--- config.mk ---
export PLATFORM = sky130hd
export DESIGN_NAME = lsu_bus_ctrl
export DESIGN_NICKNAME = d
export VERILOG_FILES = /design/src/rtl/lsu_bus_ctrl_pkg.sv /design/src/rtl/lsu_align.sv /design/src/rtl/lsu_bus_ctrl.sv
export SDC_FILE = /design/constraint.sdc
export NUM_CORES = 1
export LEC_CHECK = 0
export CAP_MARGIN = 25
export CORE_ASPECT_RATIO = 0.9
export CORE_MARGIN = 2
export CORE_UTILIZATION = 47
export CTS_CLUSTER_DIAMETER = 60
export DETAILED_ROUTE_END_ITERATION = 8
export HOLD_SLACK_MARGIN = 0.05
export PLACE_DENSITY = 0.87
export SYNTH_ARGS = -nofsm -noshare
export SYNTH_HDL_FRONTEND = slang
export SYNTH_SLANG_ARGS = --single-unit
--- constraint.sdc ---
create_clock -name i_clk -period 11.4 [get_ports i_clk]
set_clock_uncertainty 0.1 [all_clocks]
set_input_delay 2.85 -clock i_clk [delete_from_list [all_inputs] [get_ports i_clk]]
set_output_delay 2.85 -clock i_clk [all_outputs]
set_load 0.01 [all_outputs]
--- src/rtl/lsu_bus_ctrl_pkg.sv ---
`default_nettype none
// ============================================================================
// Module   : lsu_bus_ctrl_pkg
// Brief    : Shared widths, RV32 load/store funct3 codes and FSM encoding
// Revision : 1.0 - initial release
// ============================================================================
package lsu_bus_ctrl_pkg;

    localparam int XLEN = 32;

    localparam logic [2:0] F3_B  = 3'b000;
    localparam logic [2:0] F3_H  = 3'b001;
    localparam logic [2:0] F3_W  = 3'b010;
    localparam logic [2:0] F3_BU = 3'b100;
    localparam logic [2:0] F3_HU = 3'b101;

    localparam logic [1:0] ST_IDLE = 2'd0;
    localparam logic [1:0] ST_REQ  = 2'd1;
    localparam logic [1:0] ST_RESP = 2'd2;
    localparam logic [1:0] ST_DONE = 2'd3;

endpackage
`default_nettype wire

--- src/rtl/lsu_align.sv ---
`default_nettype none
// ============================================================================
// Module   : lsu_align
// Brief    : Store lane replication/strobes and load shift/extension
// Revision : 1.0 - initial release
// ============================================================================
module lsu_align
    import lsu_bus_ctrl_pkg::*;
(
    input  logic [1:0]      i_addr_lo,
    input  logic [2:0]      i_funct3,
    input  logic [XLEN-1:0] i_wdata,
    input  logic [XLEN-1:0] i_rdata,
    output logic [3:0]      o_wstrb,
    output logic [XLEN-1:0] o_wdata,
    output logic [XLEN-1:0] o_rdata_ext
);

    logic [XLEN-1:0] w_shifted;

    always_comb begin
        o_wstrb = 4'b1111;
        o_wdata = i_wdata;
        case (i_funct3)
            F3_B: begin
                o_wstrb = 4'b0001 << i_addr_lo;
                o_wdata = {4{i_wdata[7:0]}};
            end
            F3_H: begin
                o_wstrb = 4'b0011 << {i_addr_lo[1], 1'b0};
                o_wdata = {2{i_wdata[15:0]}};
            end
            default: begin
                o_wstrb = 4'b1111;
                o_wdata = i_wdata;
            end
        endcase
    end

    // Zero fill from the right shift means a misaligned access never wraps lanes
    assign w_shifted = i_rdata >> {i_addr_lo, 3'b000};

    always_comb begin
        o_rdata_ext = w_shifted;
        case (i_funct3)
            F3_B:    o_rdata_ext = {{24{w_shifted[7]}}, w_shifted[7:0]};
            F3_BU:   o_rdata_ext = {24'd0, w_shifted[7:0]};
            F3_H:    o_rdata_ext = {{16{w_shifted[15]}}, w_shifted[15:0]};
            F3_HU:   o_rdata_ext = {16'd0, w_shifted[15:0]};
            default: o_rdata_ext = w_shifted;
        endcase
    end

endmodule
`default_nettype wire

--- src/rtl/lsu_bus_ctrl.sv ---
`default_nettype none
// ============================================================================
// Module   : lsu_bus_ctrl
// Brief    : Multi-cycle load/store unit driving a split request/response bus.
//            Optional macro LSU_MISALIGN_CHECK_EN adds o_misalign trapping.
// Revision : 1.0 - initial release
// ============================================================================
module lsu_bus_ctrl
    import lsu_bus_ctrl_pkg::*;
#(
    parameter int XLEN            = 32,
    parameter int RESET_PC_UNUSED = 0
) (
    input  logic            i_clk,
    input  logic            i_rst,
    input  logic            i_valid,
    output logic            o_ready,
    input  logic [XLEN-1:0] i_addr,
    input  logic [XLEN-1:0] i_wdata,
    input  logic [2:0]      i_funct3,
    input  logic            i_load_en,
    input  logic            i_store_en,
    output logic            o_valid,
    input  logic            i_ready,
    output logic [XLEN-1:0] o_lsu_res,
    output logic            o_load_en,
    output logic            o_bus_err,
    output logic            o_mem_req_valid,
    input  logic            i_mem_req_ready,
    output logic [XLEN-1:0] o_mem_addr,
    output logic            o_mem_wen,
    output logic [XLEN-1:0] o_mem_wdata,
    output logic [3:0]      o_mem_wstrb,
    input  logic            i_mem_rsp_valid,
    output logic            o_mem_rsp_ready,
    input  logic [XLEN-1:0] i_mem_rdata,
    input  logic            i_mem_rsp_err
`ifdef LSU_MISALIGN_CHECK_EN
    ,
    output logic            o_misalign
`endif
);

    logic [1:0]      r_state;
    logic [XLEN-1:0] r_addr;
    logic [XLEN-1:0] r_wdata;
    logic [2:0]      r_funct3;
    logic            r_load;
    logic            r_store;
    logic [XLEN-1:0] r_lsu_res;
    logic            r_load_en;
    logic            r_bus_err;

    logic [3:0]      w_wstrb;
    logic [XLEN-1:0] w_wdata;
    logic [XLEN-1:0] w_load_res;
    logic            w_mem_op;
    logic            w_misalign;

    if (RESET_PC_UNUSED != 0) begin : g_reset_pc_reserved
    end

    lsu_align u_align (
        .i_addr_lo   (r_addr[1:0]),
        .i_funct3    (r_funct3),
        .i_wdata     (r_wdata),
        .i_rdata     (i_mem_rdata),
        .o_wstrb     (w_wstrb),
        .o_wdata     (w_wdata),
        .o_rdata_ext (w_load_res)
    );

    assign w_mem_op = i_load_en | i_store_en;

`ifdef LSU_MISALIGN_CHECK_EN
    logic r_misalign;

    // funct3[1:0]: 00 byte, 01 halfword, 1x word
    assign w_misalign = w_mem_op &&
                        (((i_funct3[1:0] == 2'b01) && i_addr[0]) ||
                         (i_funct3[1] && (i_addr[1:0] != 2'b00)));
    assign o_misalign = r_misalign;

    always_ff @(posedge i_clk or posedge i_rst) begin
        if (i_rst) begin
            r_misalign <= 1'b0;
        end else if ((r_state == ST_IDLE) && i_valid) begin
            r_misalign <= w_misalign;
        end
    end
`else
    assign w_misalign = 1'b0;
`endif

    always_ff @(posedge i_clk or posedge i_rst) begin
        if (i_rst) begin
            r_state   <= ST_IDLE;
            r_addr    <= '0;
            r_wdata   <= '0;
            r_funct3  <= 3'd0;
            r_load    <= 1'b0;
            r_store   <= 1'b0;
            r_lsu_res <= '0;
            r_load_en <= 1'b0;
            r_bus_err <= 1'b0;
        end else begin
            case (r_state)
                ST_IDLE: begin
                    if (i_valid) begin
                        r_addr    <= i_addr;
                        r_wdata   <= i_wdata;
                        r_funct3  <= i_funct3;
                        r_load    <= i_load_en;
                        // A load wins when both flags are raised
                        r_store   <= i_store_en & ~i_load_en;
                        r_load_en <= i_load_en;
                        r_lsu_res <= '0;
                        r_bus_err <= 1'b0;
                        if (w_mem_op && !w_misalign) begin
                            r_state <= ST_REQ;
                        end else begin
                            r_state <= ST_DONE;
                        end
                    end
                end
                ST_REQ: begin
                    if (i_mem_req_ready) begin
                        r_state <= ST_RESP;
                    end
                end
                ST_RESP: begin
                    if (i_mem_rsp_valid) begin
                        r_bus_err <= i_mem_rsp_err;
                        r_lsu_res <= (r_load && !i_mem_rsp_err) ? w_load_res : '0;
                        r_state   <= ST_DONE;
                    end
                end
                ST_DONE: begin
                    if (i_ready) begin
                        r_state <= ST_IDLE;
                    end
                end
                default: r_state <= ST_IDLE;
            endcase
        end
    end

    assign o_ready         = (r_state == ST_IDLE);
    assign o_valid         = (r_state == ST_DONE);
    assign o_mem_req_valid = (r_state == ST_REQ);
    assign o_mem_rsp_ready = (r_state == ST_RESP);

    assign o_mem_addr  = {r_addr[XLEN-1:2], 2'b00};
    assign o_mem_wen   = r_store;
    assign o_mem_wdata = w_wdata;
    assign o_mem_wstrb = r_store ? w_wstrb : 4'b0000;

    assign o_lsu_res = r_lsu_res;
    assign o_load_en = r_load_en;
    assign o_bus_err = r_bus_err;

endmodule
`default_nettype wire
======== After elaboration in Yosys (flattened, before gate mapping) ========
Cells that the tools add are included.
cells by class
  add/subtract/negate cells ............... 0
  multipliers ............................. 0
  div/mod/pow operators ................... 0
  $lt $le $gt $ge ......................... 0
  equal/unequal tests ..................... 10
  shift operators ......................... 3
  mux-type cells .......................... 17
  bitwise operators ....................... 3
  reductions and logical operators ........ 8
operators with widths
  cell                                              count
  case mux 32 bit (2 select lines)                  2
  case mux 32 bit (4 select lines)                  1
  2-to-1 mux 32 bit                                 3
  >> shifter 32 x 5 -> 32 bit                       1
  2-to-1 mux 2 bit                                  5
  case mux 2 bit (4 select lines)                   1
  case mux 4 bit (2 select lines)                   1
  == test 3 bit (second input constant)             2
  == test 2 bit (second input constant)             2
  2-to-1 mux 4 bit                                  1
  != test 2 x 1 -> 1 bit (second input constant)    2
  != test 2 bit (second input constant)             2
  AND reduction 4 bit                               1
  left shift 1 x 2 -> 4 bit (first input constant)  1
  left shift 2 x 2 -> 4 bit (first input constant)  1
  == test 3 x 1 -> 1 bit (second input constant)    1
  logical NOT 3 bit                                 1
  AND reduction 3 bit                               1
  == test 2 x 1 -> 1 bit (second input constant)    1
  logical NOT 2 bit                                 1
  2-to-1 mux 1 bit                                  2
  case mux 1 bit (2 select lines)                   1
  AND reduction 2 bit                               1
  nonzero test 2 bit                                1
  other kinds (5)                                   5
storage, ports and cells
  flip-flop bits (word level) ............. 104
  latch bits .............................. 0
  bits in writable memories ............... 0
  bits in read-only memories .............. 0
  input bits .............................. 108
  memories kept ........................... 0

======== Logic depth before layout (Yosys ltp) ========
  depth after elaboration ................. 5
  depth in mapped cells ................... 7

======== Modules after synthesis ========
Synthesis repeated with hierarchy kept, for this count alone.
second synthesis, totals
  cell total of the unflattened synthesis .. 560
  area total of the unflattened synthesis .. 5919.4 um2
by module, submodules not included
  module        instances  cells each  area an instance (um2)
  lsu_bus_ctrl  1          358         4576.9
  lsu_align     1          202         1342.5

======== Least setup slack after synthesis ========
OpenSTA, ideal clock, no wires.
  kind .................................... register to output
  start point ............................. reg r_funct3[1]
  end point ............................... out o_mem_wdata[20]
  data arrival time ....................... 1490 ps
  data required time ...................... 8450 ps
  slack ................................... 6960 ps
  stages on the path, launching flop included .. 4
  path buffers ............................ 1
  cells stage by stage .................... dfrtp_1 nor2_1 buf_2 mux2_2
on the way
  word-level cells in the longest chain between the ends .. 2
  elaborated cells on any way between the ends .. 3
  classes of those cells .................. eq/ne (1); mux (1); reduce/logical (1)
ends and longest elaborated chain
  item                                                                RTL line             source
  from (decl)                                                         lsu_bus_ctrl.sv:47   logic [2:0] r_funct3;
  from (signal assigned)                                              lsu_bus_ctrl.sv:112  r_funct3 <= i_funct3;
  == test 3 x 1 -> 1 bit / logical NOT 3 bit (equally long branches)  lsu_align.sv:24      case (i_funct3)
  case mux 32 bit (2 select lines) (*)                                lsu_align.sv:24
  to (decl)                                                           lsu_bus_ctrl.sv:32   output logic [XLEN-1:0] o_mem_wdata,
Mark *: on every way between the ends. The rest lies on a longest branch, timed or not.

======== Worst setup path after layout ========
  start point ............................. reg r_funct3[0]
  end point ............................... out o_mem_wdata[15]
Same word-level chain as after synthesis.

==> flow_metrics.tcl <==
set metrics [dict create \
    gp_congestion 0.824 \
    antenna_found_initial 0 \
    diodes 0 \
    drt-pass1-iter-count 5 \
    setup_viol 0 \
    cts_setup_buffers 0 \
    synthesis.area_um2 5240 \
    synth_mux_area_share_pct 25.4 \
    p_per_area_nw_per_um2 268 \
    first_global_vias 3882 \
    via_count 3914 \
    cp-end-kind "output pin" \
    ys_types 35 \
    critPathKind "reg2out" \
    max_slew_margin_pct 39.6 \
    die_w_um 115 \
    drt_wl_total_um 13200 \
    worstHoldPathType "reg2reg" \
    cts_buffer_depth 2 \
    grt_overflow 0 \
    yosysWarnings 0 \
    post-place-cells 729 \
    stdcell_count 745 \
    clock-sinks 104 \
    min_path_cells 1 \
    ys_seq_area_share_pct 49.7 \
    cts_root_buffer "clkbuf_16" \
    drtAntennaViolNets 0 \
    insertion_delay_ns 0.33 \
    synthArstFlopShare_pct 100 \
    tightest_slew_ns 0.905 \
    critPathArrivalTime_ns 2.64 \
    ys_seq_elements 104 \
    die_h_um 104 \
    n_fill_cell 802 \
    track_usage_pct 22.0 \
    synth-simple-area-share_pct 4.51 \
    cts-resized-gates 0 \
    grt_max_degree 71 \
    synth-main-ff-cell "dfrtp_1" \
    timing.final.crit_period_ns 5.59 \
    layout-drive-gt1-share_pct 20.9 \
    drc 0 \
    fp-row-count 36 \
    hpwl_um 9720 \
    h-tree-depth 3 \
    ctsHoldBuffers 0 \
    max_freq_mhz 179 \
    postSynthCellCount 425 \
    synth_compound_area_share_pct 10.7 \
    synth_edf_count 0 \
    core_area_um2 10900 \
    route.detailed.wl_per_inst_um 17.7 \
    routed_via_density 5.25 \
    cts_tree "yes" \
    port_buffers 212 \
    synth_top_family_by_area "multiplexers" \
    peakVddDrop_v 0.000147 \
    status "completed" \
    crit_path_max_fanout 17 \
    start_kind "flip-flop" \
    cts.clk_slew.worst_paths_ns 0.07 \
    start_util_pct 48.3 \
    maxSlewViolCount 0 \
    nets 701 \
    synth_area_per_cell_um2 12.3 \
    maxCapViolations 0 \
    setup_tns_ns 0 \
    cp_data_required_time_ns 8.45 \
    dieArea_um2 12000 \
    boundaryPins 215 \
    cts_inserted_buffers 9 \
    synth_fa_ha_area_share_pct 1.19 \
    reg2reg_depth 6 \
    syn_to_final_growth_pct 43.3 \
    grt_pass1_wl_um 20800 \
    fin_crit_sh_pct 49.0 \
    drtIter0Drc 312 \
    synthXorXnorAreaFrac_pct 0 \
    leakage_uw 0.00313 \
    grt_setup_unrepaired "no" \
    timing.final.hold_violations 0 \
]
==> cell usage after synthesis (2+ instances only) <==
cell type | instances | area share (%)
a21boi_0 | 2 | 0.29
a21oi_1 | 25 | 2.4
a221o_1 | 16 | 3.1
and2_1 | 2 | 0.24
buf_1 | 9 | 0.64
buf_2 | 6 | 0.57
buf_4 | 42 | 6.0
clkbuf_1 | 10 | 0.72
dfrtp_1 | 104 | 50
ha_1 | 5 | 1.2
inv_1 | 8 | 0.57
mux2_2 | 92 | 20
mux2i_1 | 27 | 5.2
nand2_1 | 3 | 0.21
nand2b_1 | 3 | 0.36
nand3b_1 | 8 | 1.1
nor2_1 | 20 | 1.4
o21ai_0 | 12 | 1.1
o2bb2ai_1 | 15 | 2.5
==> cells by family (layout without fill, tap and decap cells) <==
| group | after synthesis | in the layout |
|---|---|---|
| flops | 104 | 104 |
| other cells | 1 | 2 |
| fa+ha+maj | 5 | 5 |
| mux | 120 | 120 |
| compound gates | 77 | 77 |
| buf+inv | 75 | 242 |
| simple gates | 43 | 43 |
==> cells in the final DEF (no fill, tap or decap), types with 5 or more instances in the layout <==
cell type,Yosys,routed
a21oi_1,25,25
a221o_1,16,16
buf_4,42,5
clkbuf_16,0,9
clkdlybuf4s50_1,0,212
dfrtp_1,104,104
ha_1,5,5
inv_1,8,7
mux2_2,92,92
mux2i_1,27,27
nand3b_1,8,8
nor2_1,20,19
o21ai_0,12,12
o2bb2ai_1,15,15
==> stage by stage <==
step | hold WS, ns | util (%) | setup slack, ns | cell area (um2) | total power [uW]
after floorplan | 0.375 | - | 5.72 | 5240 | 1290
after global placement | 0.372 | 66.2 | 6.24 | 7190 | 1660
after detailed placement | 0.373 | 66.3 | 6.15 | 7200 | 1710
after CTS | 0.391 | 69.2 | 5.79 | 7510 | 2030
after global routing | 0.409 | 69.2 | 5.67 | 7510 | 2130
final | 0.388 | 69.2 | 5.81 | 7510 | 2010
==> where the power goes <==
group / switching, uW / internal, uW
clock network: 133 / 178
logic: 451 / 615
registers: 113 / 518
==> sequential cells by signal (all words and copies together) (netlist names) <==
name	flops
r_addr	32
o_load_en	1
r_funct3	3
o_lsu_res	32
o_bus_err	1
r_wdata	32
r_state	2
o_mem_wen	1
==> cell type report <==
| type | instances | area (um2) | area share (%) |
|---|---|---|---|
| clock buffers | 11 | 243 | 3.23 |
| clock inverters | 5 | 62.6 | 0.833 |
| multi-input cells | 247 | 2200 | 29.3 |
| inverters | 8 | 32.5 | 0.433 |
| well taps | 152 | 190 | 2.53 |
| repair buffers | 218 | 2170 | 29.0 |
| flip-flops and latches | 104 | 2600 | 34.7 |
==> worst paths after layout <==
kind / start / endpoint / slack (ns)
min: o_lsu_res[0] / o_lsu_res[0] / 0.39
min reg2reg: o_lsu_res[0] / o_lsu_res[0] / 0.39
max in group asynchronous: i_rst / r_addr[27] / 7.21
max: r_funct3[0] / o_mem_wdata[15] / 5.81
min in group asynchronous: i_rst / r_addr[10] / 2.82
max reg2reg: r_state[0] / o_lsu_res[29] / 8.72
==> worst max-delay path, stage by stage, from the launching register on <==
cell             delay (ns)
dfrtp_1                0.64
nor3_2                 0.76
mux2_2                 0.41
clkdlybuf4s50_1        0.50
==> routing by layer <==
| layer | global-route usage, % | part of all wire, % | vias to the layer above |
|---|---|---|---|
| li1 | - | - | 1821 |
| met1 | 28.7 | 41 | 1898 |
| met2 | 35.8 | 48 | 180 |
| met3 | 6.93 | 9.9 | 15 |
| met4 | 4.99 | 1.2 | 0 |
| met5 | 0 | 0 | - |
Note: power is estimated with default switching activity, not from simulation.
